## src/rtl/reset_seq_pkg.sv

```systemverilog
// Shared types and helpers for the reset sequencer: FSM state encoding,
// reset-cause codes and the common counter-width calculation.
package reset_seq_pkg;

  typedef enum logic [2:0] {
    ST_ASSERT    = 3'd0,
    ST_WAIT_LOCK = 3'd1,
    ST_HOLD      = 3'd2,
    ST_RELEASE   = 3'd3,
    ST_RUN       = 3'd4
  } state_e;

  localparam logic [1:0] CAUSE_POR  = 2'd0;
  localparam logic [1:0] CAUSE_LOCK = 2'd1;
  localparam logic [1:0] CAUSE_BTN  = 2'd2;
  localparam logic [1:0] CAUSE_SW   = 2'd3;

  // Wide enough for the largest exact compare value of any counter.
  function automatic int cnt_width(input int nch, input int hold_cycles,
                                   input int stagger, input int debounce);
    int max_v;
    max_v = hold_cycles;
    if (((nch - 1) * stagger + 1) > max_v) max_v = (nch - 1) * stagger + 1;
    else max_v = max_v;
    if (debounce > max_v) max_v = debounce;
    else max_v = max_v;
    if (max_v < 2) return 1;
    else return $clog2(max_v);
  endfunction

endpackage

```

## src/rtl/reset_seq_sync_debounce.sv

```systemverilog
// Multi-stage synchroniser with an optional stable-time debouncer.
// DEBOUNCE = 0 yields the plain synchronised level.
module sync_debounce #(
  parameter int SYNC_STAGES = 2,
  parameter int DEBOUNCE    = 1024
) (
  input  logic clk,
  input  logic reset_n,
  input  logic din,
  output logic dout
);

  logic [SYNC_STAGES-1:0] sync_r;

  // Synchroniser shift chain
  always_ff @(posedge clk or negedge reset_n) begin
    if (!reset_n) sync_r <= {SYNC_STAGES{1'b0}};
    else          sync_r <= {sync_r[SYNC_STAGES-2:0], din};
  end

  generate
    if (DEBOUNCE == 0) begin : g_nodeb
      assign dout = sync_r[SYNC_STAGES-1];
    end else begin : g_deb
      localparam int DW = (DEBOUNCE > 1) ? $clog2(DEBOUNCE) : 1;
      localparam logic [DW-1:0] DEB_LAST = DW'(DEBOUNCE - 1);
      logic [DW-1:0] cnt_r;
      logic          deb_r;

      // Flip the debounced level only after DEBOUNCE consecutive differing cycles
      always_ff @(posedge clk or negedge reset_n) begin
        if (!reset_n) begin
          cnt_r <= {DW{1'b0}};
          deb_r <= 1'b0;
        end else if (sync_r[SYNC_STAGES-1] == deb_r) begin
          cnt_r <= {DW{1'b0}};
        end else if (cnt_r == DEB_LAST) begin
          cnt_r <= {DW{1'b0}};
          deb_r <= sync_r[SYNC_STAGES-1];
        end else begin
          cnt_r <= cnt_r + DW'(1);
        end
      end

      assign dout = deb_r;
    end
  endgenerate

endmodule

```

## src/rtl/reset_seq.sv

```systemverilog
// Reset sequencer: waits for PLL lock, holds reset, releases channels in a
// staggered order and re-enters reset on lock loss, button or software request.
module reset_seq
  import reset_seq_pkg::*;
#(
  parameter int NCH         = 2,
  parameter int HOLD_CYCLES = 255,
  parameter int STAGGER     = 16,
  parameter int DEBOUNCE    = 1024,
  parameter int SYNC_STAGES = 2
) (
  input  logic           clk,
  input  logic           reset_n,
  input  logic           pll_locked,
  input  logic           btn,
  input  logic           sw_rst_req,
  output logic [NCH-1:0] rst_out,
  output logic           ready,
  output logic [1:0]     cause
);

  localparam int CW = cnt_width(NCH, HOLD_CYCLES, STAGGER, DEBOUNCE);
  localparam logic [CW-1:0] CNT_ZERO  = {CW{1'b0}};
  localparam logic [CW-1:0] CNT_ONE   = CW'(1);
  localparam logic [CW-1:0] HOLD_LAST = CW'(HOLD_CYCLES - 1);
  localparam logic [CW-1:0] REL_LAST  = CW'((NCH - 1) * STAGGER);

  state_e         state_r, state_nxt_s;
  logic [CW-1:0]  cnt_r, cnt_nxt_s;
  logic           lock_s, btn_s, btn_prev_r, btn_rise_s;
  logic           lock_chk_s, trig_chk_s, trig_s;
  logic [1:0]     trig_cause_s;
  logic [NCH-1:0] rst_out_r, rst_out_nxt_s;
  logic           ready_r, ready_nxt_s;
  logic [1:0]     cause_r, cause_nxt_s;

  sync_debounce #(.SYNC_STAGES(SYNC_STAGES), .DEBOUNCE(0)) u_lock_sync (
    .clk(clk), .reset_n(reset_n), .din(pll_locked), .dout(lock_s)
  );

  sync_debounce #(.SYNC_STAGES(SYNC_STAGES), .DEBOUNCE(DEBOUNCE)) u_btn_sync (
    .clk(clk), .reset_n(reset_n), .din(btn), .dout(btn_s)
  );

  assign btn_rise_s = btn_s & ~btn_prev_r;

  // State, counter and registered outputs
  always_ff @(posedge clk or negedge reset_n) begin
    if (!reset_n) begin
      state_r    <= ST_ASSERT;
      cnt_r      <= CNT_ZERO;
      btn_prev_r <= 1'b0;
      rst_out_r  <= {NCH{1'b1}};
      ready_r    <= 1'b0;
      cause_r    <= CAUSE_POR;
    end else begin
      state_r    <= state_nxt_s;
      cnt_r      <= cnt_nxt_s;
      btn_prev_r <= btn_s;
      rst_out_r  <= rst_out_nxt_s;
      ready_r    <= ready_nxt_s;
      cause_r    <= cause_nxt_s;
    end
  end

  // Trigger arbitration (lock loss > button > software) and next state
  always_comb begin
    lock_chk_s = 1'b0;
    trig_chk_s = 1'b0;
    case (state_r)
      ST_WAIT_LOCK: trig_chk_s = 1'b1;
      ST_HOLD, ST_RELEASE, ST_RUN: begin
        lock_chk_s = 1'b1;
        trig_chk_s = 1'b1;
      end
      default: begin
        lock_chk_s = 1'b0;
        trig_chk_s = 1'b0;
      end
    endcase

    if (lock_chk_s && !lock_s) begin
      trig_s       = 1'b1;
      trig_cause_s = CAUSE_LOCK;
    end else if (trig_chk_s && btn_rise_s) begin
      trig_s       = 1'b1;
      trig_cause_s = CAUSE_BTN;
    end else if (trig_chk_s && sw_rst_req) begin
      trig_s       = 1'b1;
      trig_cause_s = CAUSE_SW;
    end else begin
      trig_s       = 1'b0;
      trig_cause_s = cause_r;
    end

    state_nxt_s = state_r;
    cnt_nxt_s   = cnt_r;
    if (trig_s) begin
      state_nxt_s = ST_ASSERT;
      cnt_nxt_s   = CNT_ZERO;
    end else begin
      case (state_r)
        ST_ASSERT: begin
          cnt_nxt_s = CNT_ZERO;
          if (btn_s) state_nxt_s = ST_ASSERT;
          else       state_nxt_s = ST_WAIT_LOCK;
        end
        ST_WAIT_LOCK: begin
          cnt_nxt_s = CNT_ZERO;
          if (lock_s) state_nxt_s = ST_HOLD;
          else        state_nxt_s = ST_WAIT_LOCK;
        end
        ST_HOLD: begin
          if (cnt_r == HOLD_LAST) begin
            state_nxt_s = ST_RELEASE;
            cnt_nxt_s   = CNT_ZERO;
          end else begin
            state_nxt_s = ST_HOLD;
            cnt_nxt_s   = cnt_r + CNT_ONE;
          end
        end
        ST_RELEASE: begin
          if (cnt_r == REL_LAST) begin
            state_nxt_s = ST_RUN;
            cnt_nxt_s   = CNT_ZERO;
          end else begin
            state_nxt_s = ST_RELEASE;
            cnt_nxt_s   = cnt_r + CNT_ONE;
          end
        end
        ST_RUN: begin
          state_nxt_s = ST_RUN;
          cnt_nxt_s   = CNT_ZERO;
        end
        default: begin
          state_nxt_s = ST_ASSERT;
          cnt_nxt_s   = CNT_ZERO;
        end
      endcase
    end
  end

  // Output values for the coming state; channel i drops when the count reaches i*STAGGER
  always_comb begin
    rst_out_nxt_s = rst_out_r;
    ready_nxt_s   = 1'b0;
    case (state_nxt_s)
      ST_RELEASE: begin
        for (int i = 0; i < NCH; i++) begin
          if (cnt_nxt_s == CW'(i * STAGGER)) rst_out_nxt_s[i] = 1'b0;
          else                               rst_out_nxt_s[i] = rst_out_r[i];
        end
      end
      ST_RUN: begin
        rst_out_nxt_s = {NCH{1'b0}};
        ready_nxt_s   = 1'b1;
      end
      default: begin
        rst_out_nxt_s = {NCH{1'b1}};
        ready_nxt_s   = 1'b0;
      end
    endcase

    if (trig_s) cause_nxt_s = trig_cause_s;
    else        cause_nxt_s = cause_r;
  end

  assign rst_out = rst_out_r;
  assign ready   = ready_r;
  assign cause   = cause_r;

endmodule

```

## config.mk

```make
export PLATFORM = sky130hd
export DESIGN_NAME = reset_seq
export DESIGN_NICKNAME = d
export VERILOG_FILES = /design/src/rtl/reset_seq_pkg.sv /design/src/rtl/reset_seq_sync_debounce.sv /design/src/rtl/reset_seq.sv
export SDC_FILE = /design/constraint.sdc
export NUM_CORES = 1
export LEC_CHECK = 0
export CORE_ASPECT_RATIO = 2
export CORE_MARGIN = 2
export CORE_UTILIZATION = 32
export CTS_BUF_LIST = sky130_fd_sc_hd__clkbuf_8
export CTS_CLUSTER_DIAMETER = 80
export DETAILED_ROUTE_END_ITERATION = 8
export GPL_TIMING_DRIVEN = 0
export PLACE_DENSITY = 0.53
export SYNTH_ARGS = -nofsm -noshare
export SYNTH_HDL_FRONTEND = slang
export SYNTH_SLANG_ARGS = --single-unit
```

## constraint.sdc

```tcl
create_clock -name clk -period 2.22 [get_ports clk]
set_clock_uncertainty 0.2 [all_clocks]
set_input_delay 0.555 -clock clk [delete_from_list [all_inputs] [get_ports clk]]
set_output_delay 0.555 -clock clk [all_outputs]
set_load 0.02 [all_outputs]
```

After elaboration in Yosys (flattened, before gate mapping). Index checks and enable logic that the tools add are counted.

Bits in read-only memories: 0. Register bits: 34. Memories kept: 0. Output and inout port bits: 5. Bits in writable memories: 0. Latch bits: 0. Input port bits: 5.

Muxes and demuxes: 24. Shift operators: 0. Reduce and logical (&&, ||, !) cells: 11. Bitwise logic cells: 3. Multiply operators: 0. Equality and inequality tests: 13. Divide/modulo/power cells: 0. Order comparisons: 0. Add/sub/neg operators: 2.

Operators with widths (count): $mux 10 (5); $add 10x1->10 const B (2); $eq 10x5->1 const B (2); $pmux 10 s2 (1); $pmux 3 s5 (1); $eq 10x10->1 const B (1); $eq 10x8->1 const B (1); $logic_not 10->1 (1); $mux 1 (10); $eq 3x2->1 const B (3); $mux 2 (4); $eq 3x3->1 const B (2); $mux 3 (2); $ne 2x2->1 const B (2); $pmux 2 s2 (1); $reduce_and 2->1 (2); $reduce_or 4->1 (1); $eq 3x1->1 const B (1); $logic_and 1x1->1 (3); $logic_not 3->1 (1); $reduce_bool 3->1 (1); $reduce_or 3->1 (1); $not 1->1 (2); $and 1x1->1 (1); 2 further kinds (2).

Logic depth before layout (Yosys ltp).
Depth after elaboration: 11. Depth in mapped cells: 7.

By module. A second synthesis with hierarchy kept.

Cells, all modules: 177. Area, all modules: 1767.9 µm².

Modules (own cells, without submodules): reset_seq (cells each 120, area an instance 1126.1 µm², sequential area each 478.0 µm², times used 1); sync_debounce (u_btn_sync) (cells each 55, area an instance 591.8 µm², sequential area each 325.3 µm², times used 1); sync_debounce (u_lock_sync) (cells each 2, area an instance 50.0 µm², sequential area each 50.0 µm², times used 1).

Worst setup path before layout. No wires, ideal clock.

Kind: reg-to-reg. Start: register cnt_r[0]. End: register rst_out_r[1] (netlist: rst_out[1]). Arrival time: 1.781 ns. Slack: 0.147 ns. Required time: 1.928 ns. Period minus slack after synthesis: 2.073 ns. Cell stages (with the launch flop): 8. Path through: dfrtp_1 inv_1 ha_1 or4b_4 o22ai_2 o21bai_1 o41ai_1 mux2i_1.

Cells in the longest elaborated chain, start to end: 6. Elaborated cells on any way between the ends: 16. Classes of those cells: add/sub: 1; eq/ne: 6; mux: 9.

RTL lines: start: declaration (line reset_seq.sv:29) `logic [CW-1:0] cnt_r, cnt_nxt_s;`; start signal: assignment (line reset_seq.sv:58) `cnt_r <= cnt_nxt_s;`; $add 10x1->10, or another cell as far along (line reset_seq.sv:119, reset_seq.sv:128); $mux 10, or another cell as far along (line reset_seq.sv:123) `if (cnt_r == REL_LAST) begin`; $pmux 10 s2 or $pmux 3 s5 (tied branches) (line reset_seq.sv:102) `case (state_r)`; $mux 10 or $mux 3 (tied branches) (line reset_seq.sv:98) `if (trig_s) begin`; $eq 10x5->1, or another cell as far along (line reset_seq.sv:150) `if (cnt_nxt_s == CW'(i * STAGGER)) rst_out_nxt_s[i] = 1'b0;`; $ne 2x2->1 (no line) or $pmux 2 s2 (tied branches); end signal: assignment (line reset_seq.sv:53) `rst_out_r <= {NCH{1'b1}};`; end signal: assignment (line reset_seq.sv:60) `rst_out_r <= rst_out_nxt_s;`; end: declaration (line reset_seq.sv:33) `logic [NCH-1:0] rst_out_r, rst_out_nxt_s;`.

Several ways; a longest one is shown, not always the timed one. A chain may end at the register's enable or synchronous reset.

Worst setup path in the final report.
Start: input port sw_rst_req. End: register rst_out_r[1] (netlist: rst_out[1]).

Cells in the longest elaborated chain, start to end: 7. Elaborated cells on any way between the ends: 11. Classes of those cells: eq/ne: 4; mux: 6; reduce/logical: 1.

RTL lines: start: declaration (line reset_seq.sv:16) `input logic sw_rst_req,`; $logic_and 1x1->1 * (line reset_seq.sv:88) `end else if (trig_chk_s && sw_rst_req) begin`; $mux 1 * (line reset_seq.sv:88); $mux 1 * (line reset_seq.sv:85) `end else if (trig_chk_s && btn_rise_s) begin`; $mux 1 * (line reset_seq.sv:82) `if (lock_chk_s && !lock_s) begin`; $mux 10 or $mux 3 (tied branches) (line reset_seq.sv:98); $eq 10x5->1, or another cell as far along (line reset_seq.sv:150); $ne 2x2->1 (no line) or $pmux 2 s2 (tied branches).

Every way passes the cells marked *; elsewhere a longest branch is shown, timed or not.

==> metrics.md <==
| Metric | Value |
|---|---|
| Setup_tns | -0.000699 ns |
| Initial antenna violation count | 0 |
| MaxCap Viol Count | 0 |
| Critical path's slowest cell | or4_4 |
| Post-synthesis adder-cell area fraction | 2.61% |
| Failing checks | design-rule violations, negative setup slack |
| Worst Tran Pin Value | 0.739 ns |
| # IOs | 10 |
| Worst Hold Class | input port to async pin |
| Met3 Use GR | 2.61% |
| Fin nets | around 210 |
| First-pass GRT wire length | 6150 µm |
| Mapped Area | 1920 µm² |
| RSZ-0062 raised after global routing | yes |
| Worst Path Required | around 2.2 ns |
| Final min period | 2.22 ns |
| Post-detail-place hpwl | approximately 2500 µm |
| Total Routing Usage GR | 11.7% |
| Drt via density | 5.20 |
| Layout fillers | 610 |
| Power density over the cells | just over 700 nW/µm² |
| Layout area overhead | 17.4% |
| Post-synthesis simple-gate area fraction | a little over a quarter |
| Power Total | between 1500 and 2000 µW |
| Synth Area in Compound Gates | 9.26% |
| Worst stage delay on the critical path | 0.53 ns |
| CTS H-tree lvls | 2 |
| Worst-path clk slew | 0.08 ns |
| M1 GR Usage | 17.2% |
| Die width | about 59 µm |
| Crit-path max FO | 5 |
| Drt pass-1 iters | 6 |
| Synthesized Nets | 195 |
| Fin. max-slew vios | 0 |
| Total wire length | 3610 µm |
| Peak Freq | 450 MHz |
| Worst-Skew Late Latency | 0.28 ns |
| Largest net degree at the start of global routing | 35 |
| Setup WS post-layout | -0.000699 ns |
| WS Path Type | input port to flip-flop |
| Chip height | 114 µm |
| CTS Root Cell | clkbuf_8 |
| VDD IR max | 0.000411 V |
| Area of the multi-input gates | approximately 1000 µm² |
| Die area | roughly 6700 µm² |
| Dpl cells | around 260 |
| Row count | 40 |
| Synth unique cells | between 50 and 60 |
| Worst path cell trace | clkdlybuf4s50_1 > nand2b_2 > or4_4 > nor3_4 > mux2i_1 |
| Clk buf depth | 2 |
| Initial Utilization | between 30% and 40% |
| Fraction of registers with async set/reset | between 90% and 100% |
| Area occupied by registers | 856 µm² |
| Remaining DRCs | 1 |
| Vias post-DR | 1383 |
| Antenna Cells | 0 |
| CP Launch Type | input port |
| Synth Register Bits | 34 |
| Status | finished, violations left |
| TritonCTS clock tree | yes |
| CTS buffer count | 5 |
| Post-synthesis xor/xnor area fraction | 9.58% |
| Main synth FF type | dfrtp_1 |
| Syn avg cell area | just over 10 µm² |
| Tcrit/Tclk final | 100% |
| Core Region | 5910 µm² |
| Critical path data arrival time | around 2.2 ns |
| Port Buf Inserts | 9 |
| Leading cell type in the layout, fill and taps excluded | dfrtp_1 |
| Synth Warn # | 0 |
| Leak | 0.000949 µW |
| Post-Layout Cell Count | 266 |
| GRT busiest layer | met1 |
| Multiplexer share of the synthesized area | 1.63% |
| Final Hold Vio Count | 0 |
| Proportion of layout cells with a drive suffix above 1 | about a fifth |
| GR Util met2 | 17.0% |
| Most frequent cells in the layout | 30 x dfrtp_1, 24 x nor2_1, 14 x xor2_1 |
| Final setup viols | 1 |
| Final Wtd Congestion | a little over 0.8 |
| Post-synth EDFFs | 0 |
| Worst hold margin | 0.124 ns |
| Seq/Total Area, Yosys | 44.5% |
| Setup slack at placement | -0.334 ns |
| Crit. End Element | flip-flop |
| Routed length per instance | 13.6 µm |
| Largest family of logic cells by synthesized area | simple AND/OR/NAND/NOR gates |
| Gate Count Post-Synth | 186 |
| Relative max-transition margin | between 50 and 60% |
| Number of global-route vias before repair | between 1000 and 1500 |
| ANT nets after route | 0 |
| DRT iter0 DRCs | slightly above 40 |
| CTS sink cnt | 34 |
| Grt ovf | 0 |
## routing by layer
metal	part of all wire, %	vias to the layer above
met5	0	-
met2	44	25
met4	1.3	0
li1	-	679
met1	52	674
met3	3.4	5
## synthesized netlist by cell type, types with 4 or more instances
library cell	n	area [µm²]
nand3_1	8	40.0
buf_2	5	25.0
a21oi_1	5	25.0
nor2b_1	6	37.5
and4_1	4	35.0
nand4_1	4	25.0
inv_1	9	33.8
dfrtp_1	32	801
nand2_1	9	33.8
xor2_1	14	123
ha_1	4	50.1
nor3_1	6	30.0
xnor2_1	7	61.3
nor2_1	24	90.1
## cell families after synthesis
family | Yosys count
DFF | 34
adders and majority gates | 4
and+or+nand+nor | 86
muxes | 3
xor gates and xnor gates | 21
AOI/OAI and AO/OA | 19
buffers and inverters | 19
## state kept, by name (all words and copies together), names as in the netlist
register                flops
rst_out                     2
u_btn_sync.g_deb.cnt_r     10
u_lock_sync.sync_r          2
u_btn_sync.sync_r           2
cnt_r                      10
btn_prev_r                  1
state_r                     3
ready                       1
cause                       2
u_btn_sync.dout             1
## path summary, 6_finish.rpt
check / start / endpoint / slack (ns) / cells after the start
max reg2reg: cnt_r[0]$_DFF_PN0_ / rst_out[1]$_DFFE_PN1P_ / 0.08 / 7
min in group clk: u_lock_sync.sync_r[0]$_DFF_PN0_ / u_lock_sync.sync_r[1]$_DFF_PN0_ / 0.15 / 0
max in group asynchronous: reset_n / cnt_r[1]$_DFF_PN0_ / 1.18 / 1
max: sw_rst_req / rst_out[1]$_DFFE_PN1P_ / -0.0007 / 5
min: reset_n / cnt_r[7]$_DFF_PN0_ / 0.12 / 1
min reg2reg: u_lock_sync.sync_r[0]$_DFF_PN0_ / u_lock_sync.sync_r[1]$_DFF_PN0_ / 0.15 / 0
## report_power, final
part	switching (µW)	internal, µW	leakage (µW)	total [µW]
registers	22.8	650	0.000442	672
logic	141	94.2	0.000438	236
clock network	241	450	0.0000683	691
## per-stage QoR
step | utilization [%] | instance area (µm²)
floorplan | - | 1920
detailed placement | 35.3 | 2080
global route | 38.2 | 2250
global placement | 35.4 | 2090
finish | 38.2 | 2250
CTS | 37.8 | 2230
## critical path, delay by kind of cell
kind / cells / cell delay [ns]
buffers and inverters: 1 / 0.44
muxes: 1 / 0.21
and+or+nand+nor: 3 / 1.02
## timing repair
action,CTS,global route
hold buffers,0,0
endpoints found under the setup margin,1,3
resized for setup,3,6
buffers inserted,0,0
pin swaps,1,0
## layout make-up
type / instances / area share [%]
Inverter: 9 / 1.50
Buffer: 10 / 2.83
Clock buffer: 5 / 3.05
Clock inverter: 3 / 3.05
Tap cell: 63 / 3.50
Sequential cell: 34 / 38.0
Multi-Input combinational cell: 133 / 44.3
Timing Repair Buffer: 9 / 3.78
(Power assumes the default switching activity.)
